`config.mk`:
```
export PLATFORM = sky130hd
export DESIGN_NAME = regfile_wb_arbiter
export DESIGN_NICKNAME = d
export VERILOG_FILES = /design/src/rtl/regfile_wb_arbiter.sv
export SDC_FILE = /design/constraint.sdc
export NUM_CORES = 1
export LEC_CHECK = 0
export ABC_AREA = 1
export ABC_CLOCK_PERIOD_IN_PS = 3700
export CORE_ASPECT_RATIO = 0.7
export CORE_UTILIZATION = 43
export DETAILED_ROUTE_END_ITERATION = 8
export PLACE_DENSITY_LB_ADDON = 0.05
export REMOVE_ABC_BUFFERS = 1
export SLEW_MARGIN = 20
export SYNTH_ARGS = -nofsm -noshare
export SYNTH_HDL_FRONTEND = slang
export SYNTH_SLANG_ARGS = --single-unit
```
`constraint.sdc`:
```
create_clock -name clock -period 3.7 [get_ports clock]
set_clock_uncertainty 0.1 [all_clocks]
set_input_delay 0.555 -clock clock [delete_from_list [all_inputs] [get_ports clock]]
set_output_delay 0.555 -clock clock [all_outputs]
set_load 0.03 [all_outputs]
```
`src/rtl/regfile_wb_arbiter.sv`:
```
// Round-robin arbiter that shares the register-file write port among ALU, LSU and debug,
// with a per-register pending-write scoreboard for RAW hazard detection.
module regfile_wb_arbiter #(
   parameter int unsigned DATA_W = 32,
   parameter int unsigned ADDR_W = 5,
   parameter int unsigned NREG   = 32
) (
   input  logic                clock,
   input  logic                reset,
   input  logic [2:0]          req_valid,
   output logic [2:0]          req_ready,
   input  logic [3*ADDR_W-1:0] req_rd,
   input  logic [3*DATA_W-1:0] req_data,
   input  logic                issue_valid,
   input  logic [ADDR_W-1:0]   issue_rd,
   input  logic [ADDR_W-1:0]   rs1,
   input  logic [ADDR_W-1:0]   rs2,
   output logic                hazard,
   output logic [NREG-1:0]     busy,
   output logic                regwrite,
   output logic [ADDR_W-1:0]   write_reg,
   output logic [DATA_W-1:0]   write_data
);

   logic [1:0]        rr_ptr;
   logic [1:0]        grant_idx;
   logic [1:0]        cand;
   logic              xfer;
   logic [ADDR_W-1:0] sel_rd;
   logic [DATA_W-1:0] sel_data;
   logic [NREG-1:0]   busy_next;

   function automatic logic [1:0] wrap_inc(input logic [1:0] p);
      return (p == 2'd2) ? 2'd0 : p + 2'd1;
   endfunction

   // Search starts just after the last winner; nothing is granted while in reset.
   always_comb begin
      xfer      = 1'b0;
      grant_idx = 2'd0;
      cand      = wrap_inc(rr_ptr);
      for (int k = 0; k < 3; k++) begin
         if (!xfer && req_valid[cand]) begin
            xfer      = 1'b1;
            grant_idx = cand;
         end
         cand = wrap_inc(cand);
      end
      if (!reset) xfer = 1'b0;
   end

   always_comb begin
      req_ready = 3'b000;
      if (xfer) req_ready[grant_idx] = 1'b1;
   end

   assign sel_rd   = req_rd[32'(grant_idx)*ADDR_W +: ADDR_W];
   assign sel_data = req_data[32'(grant_idx)*DATA_W +: DATA_W];

   // Issue is applied after the clear so the newer instruction keeps ownership.
   always_comb begin
      busy_next = busy;
      if (xfer) busy_next[sel_rd] = 1'b0;
      if (issue_valid) busy_next[issue_rd] = 1'b1;
      busy_next[0] = 1'b0;
   end

   assign hazard = reset && (((rs1 != '0) && busy[rs1]) || ((rs2 != '0) && busy[rs2]));

   always_ff @(posedge clock) begin
      if (!reset) begin
         rr_ptr     <= 2'd0;
         regwrite   <= 1'b0;
         write_reg  <= '0;
         write_data <= '0;
         busy       <= '0;
      end else begin
         busy     <= busy_next;
         regwrite <= 1'b0;
         if (xfer) begin
            rr_ptr <= grant_idx;
            // x0 transfers are accepted but never reach the register file.
            if (sel_rd != '0) begin
               regwrite   <= 1'b1;
               write_reg  <= sel_rd;
               write_data <= sel_data;
            end
         end
      end
   end

endmodule

```
==> results.ini <==
[status]
status=finished, final reports clean

[critical_path]
path_class=primary input to output pin
critPathCapture=hazard
cpPeakStageDelay_ns=0.77
rr_endpoint=busy[29]
cpMostUsedCell=o21ai_0
required_ns=3.04
timing.critical_path.to_type=output pin
reg2reg_slack_ns=0.82
r2r_start=rr_ptr[1]
crit_buf_inv=3
cp-startpoint=rs2[1]
cp_top_family=buffers and inverters
cp_slowest_cell=clkdlybuf4s50_1
path_cells=clkdlybuf4s50_1 > inv_1 > a21oi_1 > o21ai_0 > o21ai_0 > nand3_1 > nand2_1 > o21bai_1 > a41oi_1 > buf_4
worst_ep_arrival_time_ns=2.57
path_max_fanout=12
r2r_cells=14
cp-start-kind=primary input
path_depth=10

[cts]
hold_buffers=0
cts.sinks=71
cts-resized-gates=0
cts-root-buf=clkbuf_16
cts.path.max_buffers=2
htree_levels=3
cts_setup_buffers=0
cts_tree=yes
cts.clk_slew.worst_paths_ns=0.06
cts_buffers=9
clk_latency_ns=0.33

[detailed_routing]
avgViaCountPerCell=5.246
post_drt_wl_per_cell_um=14.61
initialDrtViolationCount=447
wl_um=16210
route.detailed.drc=0
antenna_left=0
vias=5823
drtPass1Iterations=5

[die]
start_util_pct=44.76
core_area_um2=10470
rows=31
ioPinCount=206
dieArea_um2=11330
die_y_um=89.35
die_w_um=126.8

[global_route]
grt_max_degree=36
met2_usage_pct=46.66
grt_pass1_vias=5245
top_usage_layer=met2
antenna_found_initial=0
grt_usage_pct=29.03
grt_overflow_total=0
grt_use_met1_pct=39.26
grtUsageMet3_pct=6.703
grt_first_pass_wirelength_um=25810

[timing]
worst_pin_slew_ns=0.9933
finalSetupViolations=0
maxSlewHeadroom_pct=33.27
max_freq_mhz=310.1
final-max-slew-violation-count=0
rsz0062_at_grt=no
period_needed_ns=3.224
setup_slack_ns=0.4756
hold_viol_final=0
fin_tns_setup_ns=0
fin_crit_sh_pct=87.15

[yosys]
synth_top_area_cell=dfxtp_1
synth_top_area_share_pct=30.33
yosysUniqueCellTypes=38
synth_seq_cells=71
syn_area_um2=4687
synthCells=785
synth_warnings=0
synth.avg_cell_area_um2=5.971
yosysSeqAreaShare_pct=30.33
ys_top_cells_by_area=dfxtp_1 30%, nand2_1 17%, nor2_1 11%

[cells_and_area]
drive_above_1_share_pct=7.362
largest_reg_flops=32
stdcell_count=1110
nets=1105
design_area_um2=7086
diodes=0
utilization_pct=67.66
layout_common_cells=211 x nand2_1, 200 x clkdlybuf4s50_1, 135 x nor2_1
final_common_cell=nand2_1
syn_to_final_growth_pct=51.17

[place]
place_worst_setup_slack_ns=0.2982
dpl_cell_area_um2=6765
port_buffers=204
place.gp.congestion=0.9236
hpwl_um=12670
dp_cells=1094

[power_and_ir_drop]
leakagePower_nw=2.938
vdd_ir_drop_max_uv=327.1
p_per_area_nw_per_um2=495.2

[job]
maxCapViolations=0

[min_path]
hp-class=flop to flop

stage by stage:
step	power [mW]	hold WS, ns
floorplan	1.939	0.4330
global placement	2.545	0.3623
detailed placement	2.580	0.3710
CTS	3.519	0.3832
global route	3.732	0.4048
finish	3.509	0.3790
worst register-to-register path: stages (launching register included):
cell      delay, ns
dfxtp_1        0.39
nor2_2         0.22
nand2_1        0.12
nand3_4        0.13
nand3b_1       0.10
nand2_1        0.07
nand2_1        0.19
inv_2          0.24
nand3_1        0.12
nand2_2        0.14
inv_1          0.09
nor2_1         0.55
nand2_1        0.15
nand2_1        0.10
a21oi_1        0.05
cells in the mapped netlist (all sizes together):
master,instances
nand2,222
nor2,140
o21ai,100
dfxtp,71
inv,69
nand3,66
a21oi,44
clkbuf,23
buf,17
nor3,11
o211ai,6
clkinv,3
nand4,2
o21bai,2
o22ai,2
a21o,1
a221oi,1
a31oi,1
a41oi,1
conb,1
nand3b,1
o2111ai,1
report_power, final:
group          total [mW]  leakage [nW]  switching, mW  internal, mW
Clock               0.936         0.156          0.345         0.591
Sequential          0.926         0.582         0.0604         0.866
Combinational        1.65          2.20           1.03         0.612
kinds of logic (layout without fill, tap and decap cells):
kind of cell / Yosys count / after routing / synth area share, %
buf+inv: 112 / 305 / 10.41
compound gates: 159 / 159 / 17.94
other cells: 1 / 1 / 0.08001
flops: 71 / 71 / 30.33
simple gates: 442 / 442 / 41.24
routing by layer:
metal,vias to the layer above,wire [µm]
met5,-,0
met4,0,293
met1,2634,7424
met3,22,1530
li1,2886,-
met2,281,6964
area by class of cell:
cell class,count,area (µm²)
Clock inverter,7,95.09
Multi-Input combinational cell,602,2778
Clock buffer,9,225.2
Timing Repair Buffer,217,2130
Inverter,72,271.5
Fill cell,931,3387
Sequential cell,71,1421
Tap cell,132,165.2
worst min-delay path by stage:
stage,from,endpoint,slack [ns],cells after the start
global route,write_data[20],write_data[20],0.40,2
global placement,write_data[30],write_data[30],0.36,2
finish,write_data[24],write_data[24],0.38,2
CTS,write_data[24],write_data[24],0.38,2
detailed placement,write_data[24],write_data[24],0.37,2
floorplan,rr_ptr[0],rr_ptr[0],0.43,2
No activity file was read; power rests on OpenSTA's default activity.
